## src/rtl/cnn_scan_ctrl_if.sv

```systemverilog
// -----------------------------------------------------------------------------
// cnn_scan_ctrl_if
//   OBI-style single-outstanding memory bus between the CNN scan sequencer
//   (master) and the memory fabric (slave).
//
//   mem_req    master->slave  request valid, held until mem_gnt
//   mem_we     master->slave  1 = write, 0 = read
//   mem_addr   master->slave  byte address
//   mem_wdata  master->slave  write data
//   mem_be     master->slave  byte enables (4'hF writes, 4'h0 reads)
//   mem_gnt    slave->master  request accepted this cycle
//   mem_rvalid slave->master  response valid (reads and writes)
//   mem_rdata  slave->master  read data
// -----------------------------------------------------------------------------
interface cnn_scan_ctrl_if #(
    parameter int ADDR_WIDTH = 32
);
    logic                  mem_req;
    logic                  mem_we;
    logic [ADDR_WIDTH-1:0] mem_addr;
    logic [31:0]           mem_wdata;
    logic [3:0]            mem_be;
    logic                  mem_gnt;
    logic                  mem_rvalid;
    logic [31:0]           mem_rdata;

    modport master (
        output mem_req, mem_we, mem_addr, mem_wdata, mem_be,
        input  mem_gnt, mem_rvalid, mem_rdata
    );

    modport slave (
        input  mem_req, mem_we, mem_addr, mem_wdata, mem_be,
        output mem_gnt, mem_rvalid, mem_rdata
    );
endinterface

```

## src/rtl/cnn_scan_ctrl.sv

```systemverilog
// -----------------------------------------------------------------------------
// cnn_scan_ctrl
//   Sequencer for the 3x3 conv/ReLU datapath. On start it reads an
//   IMG_H x IMG_W 8-bit image one pixel per bus transaction, pushes each pixel
//   into the line buffer, and once a full KxK window is available writes the
//   ReLU result as a 32-bit word to the output buffer in raster order.
//
//   clk_i          clock
//   rst_i          asynchronous active-high reset
//   start_i        one-cycle start pulse (ignored while busy)
//   abort_i        synchronous abort back to IDLE, highest priority
//   input_base_i   byte address of pixel (0,0)
//   output_base_i  byte address of output word (0,0)
//   busy_o         high while a frame is in progress
//   done_o         one-cycle pulse after a complete frame
//   mem            memory bus, master side
//   pix_o          pixel to the line buffer
//   pix_valid_o    one-cycle push strobe to the line buffer
//   conv_i         ReLU result, combinational from the line-buffer window
// -----------------------------------------------------------------------------
module cnn_scan_ctrl #(
    parameter int IMG_W      = 28,
    parameter int IMG_H      = 28,
    parameter int K          = 3,
    parameter int ADDR_WIDTH = 32,
    parameter int ACC_WIDTH  = 32
) (
    input  logic                  clk_i,
    input  logic                  rst_i,
    input  logic                  start_i,
    input  logic                  abort_i,
    input  logic [ADDR_WIDTH-1:0] input_base_i,
    input  logic [ADDR_WIDTH-1:0] output_base_i,
    output logic                  busy_o,
    output logic                  done_o,
    cnn_scan_ctrl_if.master       mem,
    output logic [7:0]            pix_o,
    output logic                  pix_valid_o,
    input  logic [ACC_WIDTH-1:0]  conv_i
);

    localparam int R_W   = (IMG_H > 1) ? $clog2(IMG_H) : 1;
    localparam int C_W   = (IMG_W > 1) ? $clog2(IMG_W) : 1;
    localparam int O_N   = (IMG_H - K + 1) * (IMG_W - K + 1);
    localparam int O_W   = $clog2(O_N + 1);

    localparam logic [R_W-1:0] R_LAST = R_W'(IMG_H - 1);
    localparam logic [C_W-1:0] C_LAST = C_W'(IMG_W - 1);
    localparam logic [R_W-1:0] R_WIN  = R_W'(K - 1);
    localparam logic [C_W-1:0] C_WIN  = C_W'(K - 1);

    localparam logic [2:0] S_IDLE    = 3'd0;
    localparam logic [2:0] S_RD_REQ  = 3'd1;
    localparam logic [2:0] S_RD_WAIT = 3'd2;
    localparam logic [2:0] S_PUSH    = 3'd3;
    localparam logic [2:0] S_CHECK   = 3'd4;
    localparam logic [2:0] S_WR_REQ  = 3'd5;
    localparam logic [2:0] S_WR_WAIT = 3'd6;
    localparam logic [2:0] S_DONE    = 3'd7;

    logic [2:0]            state_q,    state_d;
    logic [R_W-1:0]        r_q,        r_d;
    logic [C_W-1:0]        c_q,        c_d;
    logic [O_W-1:0]        o_q,        o_d;
    logic [ADDR_WIDTH-1:0] in_base_q,  in_base_d;
    logic [ADDR_WIDTH-1:0] out_base_q, out_base_d;
    logic [ACC_WIDTH-1:0]  wdata_q,    wdata_d;
    logic [7:0]            pix_q,      pix_d;
    // Set when an abort leaves a transaction the memory will still answer;
    // new requests are held off until that stale response drains, keeping
    // exactly one transaction outstanding on the bus.
    logic                  drop_q,     drop_d;

    logic [ADDR_WIDTH-1:0] rd_addr;
    logic [ADDR_WIDTH-1:0] wr_addr;
    logic [7:0]            rd_byte;
    logic                  req_state;
    logic                  req_active;
    logic                  advance;

    // Address arithmetic wraps modulo 2^ADDR_WIDTH by construction.
    assign rd_addr = in_base_q + ADDR_WIDTH'(r_q) * ADDR_WIDTH'(IMG_W) + ADDR_WIDTH'(c_q);
    assign wr_addr = out_base_q + (ADDR_WIDTH'(o_q) << 2);

    // Counters are stable in RD_WAIT, so rd_addr still names the pending read.
    assign rd_byte = mem.mem_rdata[{rd_addr[1:0], 3'b000} +: 8];

    assign req_state  = (state_q == S_RD_REQ) || (state_q == S_WR_REQ);
    assign req_active = req_state && !drop_q;

    assign busy_o          = (state_q != S_IDLE) && (state_q != S_DONE);
    assign done_o          = (state_q == S_DONE);
    assign pix_o           = pix_q;
    assign pix_valid_o     = (state_q == S_PUSH);
    assign mem.mem_req     = req_active;
    assign mem.mem_we      = (state_q == S_WR_REQ);
    assign mem.mem_be      = (state_q == S_WR_REQ) ? 4'hF : 4'h0;
    assign mem.mem_wdata   = (state_q == S_WR_REQ) ? 32'(wdata_q) : 32'h0;
    assign mem.mem_addr    = (state_q == S_RD_REQ) ? rd_addr :
                             (state_q == S_WR_REQ) ? wr_addr : '0;

    always_comb begin
        // NOTE: every signal written here gets a default first, so no path
        // through the case leaves one unassigned and no latch is inferred.
        state_d    = state_q;
        r_d        = r_q;
        c_d        = c_q;
        o_d        = o_q;
        in_base_d  = in_base_q;
        out_base_d = out_base_q;
        wdata_d    = wdata_q;
        pix_d      = pix_q;
        drop_d     = drop_q;
        advance    = 1'b0;

        if (drop_q && mem.mem_rvalid) begin
            drop_d = 1'b0;
        end

        case (state_q)
            S_IDLE: begin
                if (start_i) begin
                    in_base_d  = input_base_i;
                    out_base_d = output_base_i;
                    r_d        = '0;
                    c_d        = '0;
                    o_d        = '0;
                    state_d    = S_RD_REQ;
                end
            end
            S_RD_REQ: begin
                if (req_active && mem.mem_gnt) state_d = S_RD_WAIT;
            end
            S_RD_WAIT: begin
                if (mem.mem_rvalid) begin
                    pix_d   = rd_byte;
                    state_d = S_PUSH;
                end
            end
            S_PUSH: begin
                state_d = S_CHECK;
            end
            S_CHECK: begin
                // Only the counts qualify a window; the line buffer is never
                // cleared, so early outputs would be built from stale rows.
                if (r_q >= R_WIN && c_q >= C_WIN) begin
                    wdata_d = conv_i;
                    state_d = S_WR_REQ;
                end else begin
                    advance = 1'b1;
                end
            end
            S_WR_REQ: begin
                if (req_active && mem.mem_gnt) state_d = S_WR_WAIT;
            end
            S_WR_WAIT: begin
                if (mem.mem_rvalid) begin
                    o_d     = o_q + O_W'(1);
                    advance = 1'b1;
                end
            end
            S_DONE: begin
                state_d = S_IDLE;
            end
            default: begin
                state_d = S_IDLE;
            end
        endcase

        if (advance) begin
            if (c_q == C_LAST) begin
                c_d = '0;
                if (r_q == R_LAST) begin
                    state_d = S_DONE;
                end else begin
                    r_d     = r_q + R_W'(1);
                    state_d = S_RD_REQ;
                end
            end else begin
                c_d     = c_q + C_W'(1);
                state_d = S_RD_REQ;
            end
        end

        // Abort overrides every transition above. A grant taken this very
        // cycle, or a response still owed, will be answered by the memory
        // later and must be swallowed.
        if (abort_i) begin
            state_d = S_IDLE;
            if ((req_active && mem.mem_gnt) ||
                (state_q == S_RD_WAIT && !mem.mem_rvalid) ||
                (state_q == S_WR_WAIT && !mem.mem_rvalid)) begin
                drop_d = 1'b1;
            end
        end
    end

    // NOTE: state registers use non-blocking assignments so every flop
    // samples the pre-edge values regardless of statement order.
    always_ff @(posedge clk_i or posedge rst_i) begin
        if (rst_i) begin
            state_q    <= S_IDLE;
            r_q        <= '0;
            c_q        <= '0;
            o_q        <= '0;
            in_base_q  <= '0;
            out_base_q <= '0;
            wdata_q    <= '0;
            pix_q      <= '0;
            drop_q     <= 1'b0;
        end else begin
            state_q    <= state_d;
            r_q        <= r_d;
            c_q        <= c_d;
            o_q        <= o_d;
            in_base_q  <= in_base_d;
            out_base_q <= out_base_d;
            wdata_q    <= wdata_d;
            pix_q      <= pix_d;
            drop_q     <= drop_d;
        end
    end

endmodule

```

## src/flat_wrapper.sv

```systemverilog
// flat-port wrapper written by rule: the top's interface ports become plain ports
module cnn_scan_ctrl_flat 
#(
    parameter int IMG_W      = 28,
    parameter int IMG_H      = 28,
    parameter int K          = 3,
    parameter int ADDR_WIDTH = 32,
    parameter int ACC_WIDTH  = 32
)
  (clk_i, rst_i, start_i, abort_i, input_base_i, output_base_i, busy_o, done_o, pix_o, pix_valid_o, conv_i, mem_mem_req, mem_mem_we, mem_mem_addr, mem_mem_wdata, mem_mem_be, mem_mem_gnt, mem_mem_rvalid, mem_mem_rdata);
  cnn_scan_ctrl_if #(.ADDR_WIDTH(ADDR_WIDTH)) mem_i ();
  input  logic clk_i;
  input  logic rst_i;
  input  logic start_i;
  input  logic abort_i;
  input  logic [ADDR_WIDTH-1:0] input_base_i;
  input  logic [ADDR_WIDTH-1:0] output_base_i;
  output logic busy_o;
  output logic done_o;
  output logic [7:0] pix_o;
  output logic pix_valid_o;
  input  logic [ACC_WIDTH-1:0] conv_i;
  output wire logic [$bits(mem_i.mem_req)-1:0] mem_mem_req;
  output wire logic [$bits(mem_i.mem_we)-1:0] mem_mem_we;
  output wire logic [$bits(mem_i.mem_addr)-1:0] mem_mem_addr;
  output wire logic [$bits(mem_i.mem_wdata)-1:0] mem_mem_wdata;
  output wire logic [$bits(mem_i.mem_be)-1:0] mem_mem_be;
  input wire logic [$bits(mem_i.mem_gnt)-1:0] mem_mem_gnt;
  input wire logic [$bits(mem_i.mem_rvalid)-1:0] mem_mem_rvalid;
  input wire logic [$bits(mem_i.mem_rdata)-1:0] mem_mem_rdata;
  assign mem_mem_req = mem_i.mem_req;
  assign mem_mem_we = mem_i.mem_we;
  assign mem_mem_addr = mem_i.mem_addr;
  assign mem_mem_wdata = mem_i.mem_wdata;
  assign mem_mem_be = mem_i.mem_be;
  assign mem_i.mem_gnt = mem_mem_gnt;
  assign mem_i.mem_rvalid = mem_mem_rvalid;
  assign mem_i.mem_rdata = mem_mem_rdata;
  cnn_scan_ctrl #(.IMG_W(IMG_W), .IMG_H(IMG_H), .K(K), .ADDR_WIDTH(ADDR_WIDTH), .ACC_WIDTH(ACC_WIDTH)) u_core (.clk_i(clk_i), .rst_i(rst_i), .start_i(start_i), .abort_i(abort_i), .input_base_i(input_base_i), .output_base_i(output_base_i), .busy_o(busy_o), .done_o(done_o), .mem(mem_i), .pix_o(pix_o), .pix_valid_o(pix_valid_o), .conv_i(conv_i));
endmodule
```

## config.mk

```make
export PLATFORM = sky130hd
export DESIGN_NAME = cnn_scan_ctrl_flat
export DESIGN_NICKNAME = d
export VERILOG_FILES = /design/src/rtl/cnn_scan_ctrl_if.sv /design/src/rtl/cnn_scan_ctrl.sv /design/src/flat_wrapper.sv
export SDC_FILE = /design/constraint.sdc
export NUM_CORES = 1
export LEC_CHECK = 0
export CORE_UTILIZATION = 35
export DETAILED_ROUTE_END_ITERATION = 10
export PLACE_DENSITY = 0.67
export SKIP_CTS_REPAIR_TIMING = 1
export SLEW_MARGIN = 20
export SYNTH_ARGS = -nofsm -noshare
export SYNTH_HDL_FRONTEND = slang
export SYNTH_SLANG_ARGS = --single-unit
```

## constraint.sdc

```tcl
create_clock -name clk_i -period 14.76 [get_ports clk_i]
set_input_delay 3.69 -clock clk_i [delete_from_list [all_inputs] [get_ports clk_i]]
set_output_delay 3.69 -clock clk_i [all_outputs]
set_load 0.1 [all_outputs]
```

* Yosys cells after proc, flatten, opt, wreduce, memory -nomap -nowiden
Cells that the tools add are included.
** Word-level totals
- Bits in registers :: 128
- Input port bits :: 134
- Logic and storage cells :: 92
** Cells by class
- Add/subtract/negate cells :: 6
- Multiply operators :: 1
- $lt $le $gt $ge :: 2
- Eq/ne operators :: 17
- Shift-type cells :: 1
- Muxes and demuxes :: 32
- Reductions and logical operators :: 24
** Operators by type and width (number)
- $mux W32 :: 3
- $mux W5 :: 9
- $add A32 B10 Y32 :: 1
- $add A32 B12 Y32 :: 1
- $add A32 B5 Y32 :: 1
- $shiftx A32 B6 Y8 :: 1
- $mux W3 :: 9
- $pmux W3 S7 :: 1
- $mux W10 :: 2
- $pmux W10 S2 :: 1
- $eq A3 B3 Y1 const B :: 4
- $ne A4 B3 Y1 const B :: 3
- $add A10 B1 Y10 const B :: 1
- $add A5 B1 Y5 const B :: 2
- $eq A5 B5 Y1 const B :: 2
- $ge A5 B2 Y1 const B :: 2
- $reduce_bool A9 Y1 :: 1
- $mul A5 B3 Y8 const B :: 1
- $ne A4 B2 Y1 const B :: 2
- $reduce_and A2 Y1 :: 4
- $logic_and A1 B1 Y1 :: 7
- $eq A3 B2 Y1 const B :: 2
- $reduce_and A6 Y1 :: 1
- $reduce_bool A2 Y1 :: 3
- 11 further kinds :: 19

* Logic depth before layout (Yosys ltp)
Gate-level depths: netlist (run 1).
- Depth in word-level cells :: 8
- Mapped depth :: 17
- Gate-level depth less buffers :: 15

* Least setup slack after synthesis (run 1)
OpenSTA, ideal clock, no wires.
- Path kind :: flip-flop to output port
- Start point :: reg u_core.r_q[2]
- End point :: out mem_mem_addr[9]
- Arrival time :: 5453 ps
- Required time :: 11070 ps
- Path slack :: 5617 ps
- Cell stages (with the launch flop) :: 14
- Path buffers :: 1
- Path through :: dfrtp_1 > fa_1 > ha_1 > a21o_1 > a21oi_1 > xor2_1 > ha_1 > ha_1 > buf_2 > a21oi_2 > nor2b_1 > a311o_1 > xnor2_1 > o31ai_1
** On the way
- Word-level cells in the longest chain between the ends :: 4
** Ends and longest elaborated chain
- from (decl) :: line cnn_scan_ctrl.sv:62 : logic [R_W-1:0] r_q, r_d;
- from (signal assigned) :: line cnn_scan_ctrl.sv:213 : r_q <= r_d;
- $mul A5 B3 Y8 :: line cnn_scan_ctrl.sv:82 : assign rd_addr = in_base_q + ADDR_WIDTH'(r_q) * ADDR_WIDTH'(IMG_W) + ADDR_WIDTH'(c_q);
- $add A32 B10 Y32 :: line cnn_scan_ctrl.sv:82
- $add A32 B5 Y32 :: line cnn_scan_ctrl.sv:82
- $mux W32 :: line cnn_scan_ctrl.sv:99 : assign mem.mem_addr = (state_q == S_RD_REQ) ? rd_addr :
- to (decl) :: line flat_wrapper.sv:25 : output wire logic [$bits(mem_i.mem_addr)-1:0] mem_mem_addr;
No other way between the ends.

* Worst setup path after layout (run 1)
- Start point :: reg u_core.r_q[2]
- End point :: out mem_mem_addr[30]
The elaborated chain is that of the path after synthesis.

==> results.cfg, run 1 <==
[outcome]
outcome = finished clean

[cells_and_area]
fin_nets = 1282
diodes = 0
area_growth_syn_to_layout_pct = 35.8
drive_gt1_frac = 0.0986

[logic_synthesis]
ys_async_sr_fraction = 1.00
ys_seq_area_frac = 0.386
synth_nets = 1093
synth.avg_cell_area_um2 = 9.17
ys_ff_latch = 128
synth_top_cells_by_area = dfrtp_1 (39%), nand2_1 (9.4%), ha_1 (6.8%), mux2_2 (5.4%), xnor2_1 (4.3%)
syn_area_um2 = 8290
synthFlopType = dfrtp_1
synth_edf_count = 0
synth_top_area_cell = dfrtp_1
synth_top_area_frac = 0.386
synthCells = 904
synth_cell_type_count = 64
synthTopCellsByCount = nand2_1 (207), dfrtp_1 (128), ha_1 (45), nor2_1 (43), xnor2_1 (41)
yosysMostFrequentCell = nand2_1
yosys_warnings = 0

[detailed_routing]
drt-wirelength-per-cell_um = 16.9
drc = 0
vias = 7370
viasPerCell = 5.19
drt_wl_total_mm = 24.0
drt_iter0_drc = 470
drt-pass1-iter-count = 5
ant_nets = 0

[worst_hold_path]
hold_path_class = reg -> reg
min_from = u_core.out_base_q[1]
hold_path_depth = 2
holdPathEnd = u_core.out_base_q[1]

[clock_tree]
clockRootBuffer = clkbuf_16
tritoncts = done
clk-insertion-delay-late_ps = 430
numCtsBuffers = 17
clk_path_buf_depth = 2
htreeDepth = 4
clk_pin_slew_ps = 70
clock_sinks = 128

[global_routing]
track_usage = 0.202
grt_max_degree = 66
grt_pass1_vias = 7334
overflow = 0
antenna_found_initial = 0
grt_pass1_wl_mm = 38.2

[place]
port_buffers = 214
dp_slack_ps = 5610
place_congestion = 0.886
hpwlAfterDp_mm = 17.7

[pwr]
max-vdd-ir-drop_v = 0.0000997
leakage_nw = 4.91
powerDensity_nw_per_um2 = 121

[critical_path]
path_depth = 14
r2r_end = u_core.o_q[4]
critPathCaptureType = output port
critPathBufInv = 1
start_kind = flip-flop
rrSetupSlack_ps = 11950
r2r_cells = 7
cpMostUsedCell = ha_1
slowest_stage = clkdlybuf4s50_1
max_stage_delay_ps = 1190
critPathTopFamily = compound AO/OA/AOI/OAI gates
worstPathRequired_ps = 11070
crit_chain = fa_1 -> ha_1 -> a21o_1 -> a21oi_1 -> xor2_1 -> ha_1 -> ha_1 -> a21oi_2 -> nand2b_1 -> o211ai_1 -> a2111oi_0 -> xnor2_1 -> o22ai_1 -> clkdlybuf4s50_1
arrival_ps = 6050
r2r_start = u_core.state_q[2]
cp_max_fo = 9
worstSetupPathType = reg -> out

[sta]
fin_crit_sh = 0.660
fin_setup_tns_ps = 0
rsz0062_at_grt = false
worst_slack_ps = 5020
finalHoldViolations = 0
max-slew-margin-rel = 0.293
max_clock_freq_ghz = 0.103
tightest_slew_ps = 1060
drv_slew = 0
fin_skew_ps = 13.4
post-route-min-period_ps = 9740
setup_viol = 0

[floorplan]
start_util = 0.362
boundaryPins = 215
dieArea_um2 = 24300
core.rowCount = 55
die_w_um = 156
core_um2 = 22900
die_h_um = 156

[job]
maxCapViolations = 0
[tightest hold or removal path: stages, from the launching register on]
cell and delay (ps):
dfrtp_1 350, nand2_1 50, nand2_1 60
[power by group]
group          internal [mW]  total (mW)  switching, mW  leakage, nW
combinational          0.157       0.456          0.299         3.03
clock                  0.241       0.427          0.186        0.286
sequential             0.414       0.474         0.0597         1.59
[sequential cells by signal, summed over array words and instances (netlist names), 3 cells and up]
name,cells
u_core.pix_o,8
u_core.out_base_q,32
u_core.state_q,3
u_core.in_base_q,32
u_core.c_q,5
u_core.r_q,5
u_core.o_q,10
u_core.wdata_q,32
[layer usage]
| layer | share of wire | vias up | GRT usage |
|---|---|---|---|
| met5 | 0 | - | 0 |
| met4 | 0.013 | 0 | 0.0472 |
| met3 | 0.093 | 20 | 0.0728 |
| met2 | 0.47 | 274 | 0.336 |
| met1 | 0.42 | 3532 | 0.248 |
| li1 | - | 3544 | - |
[placed cells by master, fill, tap and decap left out, types with 6 or more instances in the layout]
| master | instances |
|---|---|
| a211oi_1 | 17 |
| nand2_1 | 206 |
| nor3_1 | 10 |
| or4_1 | 10 |
| xor2_1 | 9 |
| a21oi_1 | 25 |
| o22ai_1 | 14 |
| fa_1 | 10 |
| o21a_1 | 6 |
| clkbuf_16 | 17 |
| xnor2_1 | 41 |
| o21ai_0 | 35 |
| mux2_2 | 40 |
| dfrtp_1 | 127 |
| clkdlybuf4s50_1 | 214 |
| a21o_1 | 6 |
| inv_1 | 29 |
| mux2i_1 | 8 |
| nand3_1 | 24 |
| and3_1 | 40 |
| ha_1 | 45 |
| nand4_1 | 11 |
| mux4_2 | 8 |
| o211ai_1 | 23 |
| buf_4 | 8 |
| nor2_1 | 42 |
[area by class of cell]
cell class                      instances  area (µm²)
Tap cell                              313         392
Clock inverter                         15         168
Sequential cell                       128        3200
Inverter                               30         115
Multi-Input combinational cell        694        4750
Fill cell                            2151       11700
Timing Repair Buffer                  222        2200
Clock buffer                           17         425
[cells by family after synthesis]
kind of cell,share of synthesized area
fa+ha+maj,0.0921
compound gates,0.126
xor+xnor,0.0528
simple gates,0.215
buf+inv,0.0420
flops,0.386
mux,0.0857
[worst max path at each step]
stage                             endpoint     startpoint  slack [ps]
after floorplan            mem_mem_addr[9]  u_core.r_q[2]        5620
after global placement    mem_mem_addr[30]  u_core.r_q[2]        5740
after detailed placement  mem_mem_addr[30]  u_core.r_q[2]        5610
after CTS                 mem_mem_addr[30]  u_core.r_q[2]        5050
after global routing      mem_mem_addr[30]  u_core.r_q[2]        4760
final                     mem_mem_addr[30]  u_core.r_q[2]        5020
[through the flow]
| stage | hold WS, ps | instance area, µm² | utilization | cells | power [mW] |
|---|---|---|---|---|---|
| after floorplan | 445 | 8290 | - | 904 | 0.792 |
| after global placement | 474 | 10700 | 0.465 | 1387 | 0.931 |
| after detailed placement | 471 | 10700 | 0.465 | 1387 | 0.937 |
| after CTS | 488 | 11300 | 0.491 | 1419 | 1.37 |
| after global routing | 505 | 11300 | 0.491 | 1419 | 1.42 |
| final | 485 | 11300 | 0.491 | 1419 | 1.36 |
Power figures use the tool's default switching activity.
==> run 2: changes to the inputs <==
--- a/config.mk
+++ b/config.mk
@@ -7,7 +7,7 @@
 export LEC_CHECK = 0
 export CORE_UTILIZATION = 35
 export DETAILED_ROUTE_END_ITERATION = 10
-export PLACE_DENSITY = 0.67
+export PLACE_DENSITY = 0.69
 export SKIP_CTS_REPAIR_TIMING = 1
 export SLEW_MARGIN = 20
 export SYNTH_ARGS = -nofsm -noshare
==> constraint.sdc (replaced) <==
create_clock -name clk_i -period 8.3 [get_ports clk_i]
set_input_delay 2.075 -clock clk_i [delete_from_list [all_inputs] [get_ports clk_i]]
set_output_delay 2.075 -clock clk_i [all_outputs]
set_load 0.1 [all_outputs]
==> results.cfg, run 2 (synthesis gave the netlist of run 1 again) <==
[cells_and_area]
diodes = 0
drive_gt1_frac = 0.116
layout_commonest_cell = nand2_1
area_growth_syn_to_layout_pct = 34.9
top_regs = u_core.in_base_q x32, u_core.out_base_q x32, u_core.wdata_q x32
fin_nets = 1281
layout_common_cells = nand2_1 (206), clkdlybuf4s50_1 (194), dfrtp_1 (127), ha_1 (45), nor2_1 (42)

[detailed_routing]
drt-wirelength-per-cell_um = 16.9
vias = 7378
viasPerCell = 5.20
drt_iter0_drc = 416
ant_nets = 0
drt-pass1-iter-count = 5
drc = 0
drt_wl_total_mm = 23.9

[critical_path]
cp_max_fo = 7
worstPathRequired_ps = 6230
arrival_ps = 5540
start_kind = flip-flop
critPathCaptureType = output port
worstSetupPathType = reg -> out

[sta]
max_clock_freq_ghz = 0.131
drv_slew = 0
rsz0062_at_grt = false
finalHoldViolations = 0
post-route-min-period_ps = 7620
tightest_slew_ps = 1090
whs_ps = 479
setup_viol = 0
max-slew-margin-rel = 0.268
fin_setup_tns_ps = 0
fin_skew_ps = 10.5
fin_crit_sh = 0.917

[floorplan]
start_util = 0.362
core.rowCount = 55
dieArea_um2 = 24300
die_w_um = 156
die_h_um = 156
boundaryPins = 215
core_um2 = 22900

[clock_tree]
clock_sinks = 128
htreeDepth = 4
tritoncts = done
clk_path_buf_depth = 2
clockRootBuffer = clkbuf_16
clk_pin_slew_ps = 60
numCtsBuffers = 17
clk-insertion-delay-late_ps = 430

[worst_hold_path]
hold_path_class = reg -> reg

[place]
hpwlAfterDp_mm = 17.7
port_buffers = 214
place_congestion = 0.901

[pwr]
max-vdd-ir-drop_v = 0.000282
powerDensity_nw_per_um2 = 213
leakage_nw = 4.94

[global_routing]
overflow = 0
grt_pass1_vias = 7221
antenna_found_initial = 0
grt_pass1_wl_mm = 38.1
grt_max_degree = 66
track_usage = 0.202

[outcome]
outcome = finished clean

[job]
maxCapViolations = 0
[run 2: per-layer routing]
| metal | GRT usage | vias up | routed length [µm] |
|---|---|---|---|
| met4 | 0.0621 | 0 | 494 |
| li1 | - | 3544 | - |
| met1 | 0.254 | 3489 | 10200 |
| met2 | 0.333 | 309 | 11200 |
| met3 | 0.0592 | 36 | 2040 |
| met5 | 0 | - | 0 |
[run 2: power breakdown]
| group | internal (mW) | switching, mW | leakage [nW] | total, mW |
|---|---|---|---|---|
| logic | 0.275 | 0.528 | 3.07 | 0.803 |
| registers | 0.736 | 0.106 | 1.59 | 0.843 |
| clock network | 0.399 | 0.334 | 0.280 | 0.732 |
| total | 1.41 | 0.968 | 4.94 | 2.38 |
[run 2: critical path: stages, from the launching register on]
cell             delay [ps]
dfrtp_1                 530
fa_1                    530
ha_1                    330
a21o_1                  180
a21oi_1                 220
xor2_1                  180
ha_1                    250
ha_1                    420
o211ai_1                140
a21oi_1                 190
o21ai_0                 140
o311ai_0                500
mux2i_1                 160
o21ai_0                 140
clkdlybuf4s50_1        1200
[run 2: metrics by stage]
step / std cells / total power, mW / cell area [µm²] / util / worst slack, ps
4_1_cts: 1418 / 2.40 / 11200 / 0.488 / 712
3_3_place_gp: 1386 / 1.65 / 10600 / 0.463 / 1280
3_5_place_dp: 1386 / 1.66 / 10600 / 0.463 / 1200
6_report: 1418 / 2.38 / 11200 / 0.488 / 685
5_1_grt: 1418 / 2.50 / 11200 / 0.488 / 377
2_1_floorplan: 904 / 1.41 / 8290 / - / 772
[run 2: path summary, 6_finish.rpt]
| check | from | endpoint | slack, ps | cells past startpoint |
|---|---|---|---|---|
| max | u_core.r_q[2] | mem_mem_addr[24] | 680 | 14 |
| min in group asynchronous | rst_i | u_core.out_base_q[17] | 2090 | 2 |
| max reg2reg | u_core.state_q[2] | u_core.o_q[8] | 5340 | 6 |
| max in group asynchronous | rst_i | u_core.wdata_q[7] | 5190 | 3 |
| min reg2reg | u_core.out_base_q[1] | u_core.out_base_q[1] | 480 | 2 |
| min | u_core.out_base_q[1] | u_core.out_base_q[1] | 480 | 2 |
[run 2: area by class of cell]
type / instances / area (µm²)
Inverter: 30 / 115
Multi-Input combinational cell: 694 / 4750
Tap cell: 313 / 392
Sequential cell: 128 / 3200
Fill cell: 2193 / 11700
Clock inverter: 15 / 148
Clock buffer: 17 / 425
Timing Repair Buffer: 221 / 2140
==> run 3: changes to the inputs <==
--- a/config.mk
+++ b/config.mk
@@ -5,11 +5,12 @@
 export SDC_FILE = /design/constraint.sdc
 export NUM_CORES = 1
 export LEC_CHECK = 0
-export CORE_UTILIZATION = 35
+export CORE_UTILIZATION = 45
 export DETAILED_ROUTE_END_ITERATION = 10
-export PLACE_DENSITY = 0.69
+export MAX_ROUTING_LAYER = met4
+export PLACE_DENSITY = 0.84
 export SKIP_CTS_REPAIR_TIMING = 1
-export SLEW_MARGIN = 20
+export SLEW_MARGIN = 15
 export SYNTH_ARGS = -nofsm -noshare
 export SYNTH_HDL_FRONTEND = slang
 export SYNTH_SLANG_ARGS = --single-unit
==> results.cfg, run 3 (synthesis gave the netlist of run 1 again) <==
[outcome]
outcome = finished clean

[cells_and_area]
top_regs = u_core.in_base_q x32, u_core.out_base_q x32, u_core.wdata_q x32
nFillCells = 1557
layout_common_cells = nand2_1 (206), clkdlybuf4s50_1 (194), dfrtp_1 (128), ha_1 (45), nor2_1 (42)
diodes = 0
area_growth_syn_to_layout_pct = 33.6
fin_cells = 1335
drive_gt1_frac = 0.115
layout_commonest_cell = nand2_1
multi_input_area_um2 = 4740
fin_nets = 1282
seq_area_um2 = 3200

[floorplan]
start_util = 0.460
dieArea_um2 = 19000
core_um2 = 18000
die_h_um = 138
boundaryPins = 215
die_w_um = 138
core.rowCount = 49

[sta]
worst_slack_ps = 682
setup_viol = 0
tightest_slew_ps = 1170
fin_skew_ps = 5.33
drv_slew = 0
post-route-min-period_ps = 7620
rsz0062_at_grt = false
fin_setup_tns_ps = 0
max-slew-margin-rel = 0.214
max_clock_freq_ghz = 0.131
finalHoldViolations = 0
fin_crit_sh = 0.918

[detailed_routing]
drt-wirelength-per-cell_um = 17.7
drt-pass1-iter-count = 5
viasPerCell = 5.59
drt_iter0_drc = 493
drc = 0
drt_wl_total_mm = 23.6
vias = 7469
ant_nets = 0

[pwr]
switching_power_uw = 971
netSwitchingFraction = 0.408
power.combinational.fraction = 0.340
p_int_mw = 1.41
powerDensity_nw_per_um2 = 215
total_power_mw = 2.38
max-vdd-ir-drop_v = 0.000331
clock_power_share = 0.306
seqPwrFrac = 0.354
leakage_nw = 4.94

[global_routing]
grt_pass1_wl_mm = 37.5
grt_pass1_vias = 7470
overflow = 0
track_usage = 0.268
grt_max_degree = 82
antenna_found_initial = 0

[critical_path]
arrival_ps = 5540
rrSetupSlack_ps = 5670
r2r_start = u_core.state_q[2]
worstSetupPathType = reg -> out
r2r_end = u_core.o_q[8]
start_kind = flip-flop
critPathCaptureType = output port
worstPathRequired_ps = 6230
cp_max_fo = 7
r2r_cells = 7

[clock_tree]
clk-insertion-delay-late_ps = 430
clockRootBuffer = clkbuf_16
clk_pin_slew_ps = 60
clock_sinks = 128
clk_path_buf_depth = 2
tritoncts = done
htreeDepth = 4
numCtsBuffers = 17

[place]
dpl.cell_count = 1303
place_congestion = 0.895
port_buffers = 214
dp_slack_ps = 1150
hpwlAfterDp_mm = 17.1

[worst_hold_path]
min_from = u_core.out_base_q[1]
hold_path_class = reg -> reg
holdPathEnd = u_core.out_base_q[1]
hold_path_depth = 2

[job]
maxCapViolations = 0
==> run 3: cell count changes in the layout (fill, tap and decap cells not counted) <==
cell      before  now
nor3_2         1    0
inv_8          4    5
clkinv_2       0    1
clkinv_4       4    2
dfrtp_2        1    0
dfrtp_1      127  128
buf_4         27   28
nor3_1        10   11
==> run 3: how the worst max path moves through the flow <==
stage | startpoint | endpoint | depth (start not counted)
after floorplan | u_core.r_q[2] | mem_mem_addr[9] | 13
after global placement | u_core.r_q[2] | mem_mem_addr[24] | 14
after detailed placement | u_core.r_q[2] | mem_mem_addr[24] | 16
after CTS | u_core.r_q[2] | mem_mem_addr[24] | 16
after global routing | u_core.r_q[2] | mem_mem_addr[24] | 16
final | u_core.r_q[2] | mem_mem_addr[24] | 14
==> run 3: final cells by class <==
class / count / area share
Multi-Input combinational cell: 694 / 0.428
Sequential cell: 128 / 0.289
Timing Repair Buffer: 222 / 0.194
Clock buffer: 17 / 0.0384
Tap cell: 229 / 0.0259
Clock inverter: 15 / 0.0132
Inverter: 30 / 0.0104
==> run 3: stage by stage <==
stage / instance area [µm²] / util / hold slack, ps
after floorplan: 8290 / - / 445
after global placement: 10500 / 0.583 / 460
after detailed placement: 10500 / 0.583 / 467
after CTS: 11100 / 0.614 / 483
after global routing: 11100 / 0.614 / 500
final: 11100 / 0.614 / 481
==> run 3: metal layers <==
| metal | vias to the layer above | part of all wire | track usage |
|---|---|---|---|
| li1 | 3546 | - | - |
| met1 | 3579 | 0.41 | 0.319 |
| met2 | 318 | 0.48 | 0.438 |
| met3 | 26 | 0.086 | 0.0728 |
| met4 | 0 | 0.018 | 0.0906 |
| met5 | - | 0 | - |
==> run 3: power by group through the flow <==
stage,sequential [mW],combinational (mW),clock [mW]
floorplan,0.962,0.447,0
global placement,0.848,0.797,0
detailed placement,0.852,0.809,0
CTS,0.842,0.812,0.742
global route,0.857,0.865,0.771
finish,0.844,0.809,0.728
==> run 3: critical path, stage by stage (launching register included) <==
cell and delay (ps):
dfrtp_1 540, fa_1 530, ha_1 320, a21o_1 180
a21oi_1 220, xor2_1 170, ha_1 250, ha_1 420
o211ai_1 130, a21oi_1 210, o21ai_0 150, o311ai_0 500
mux2i_1 140, o21ai_0 160, clkdlybuf4s50_1 1200
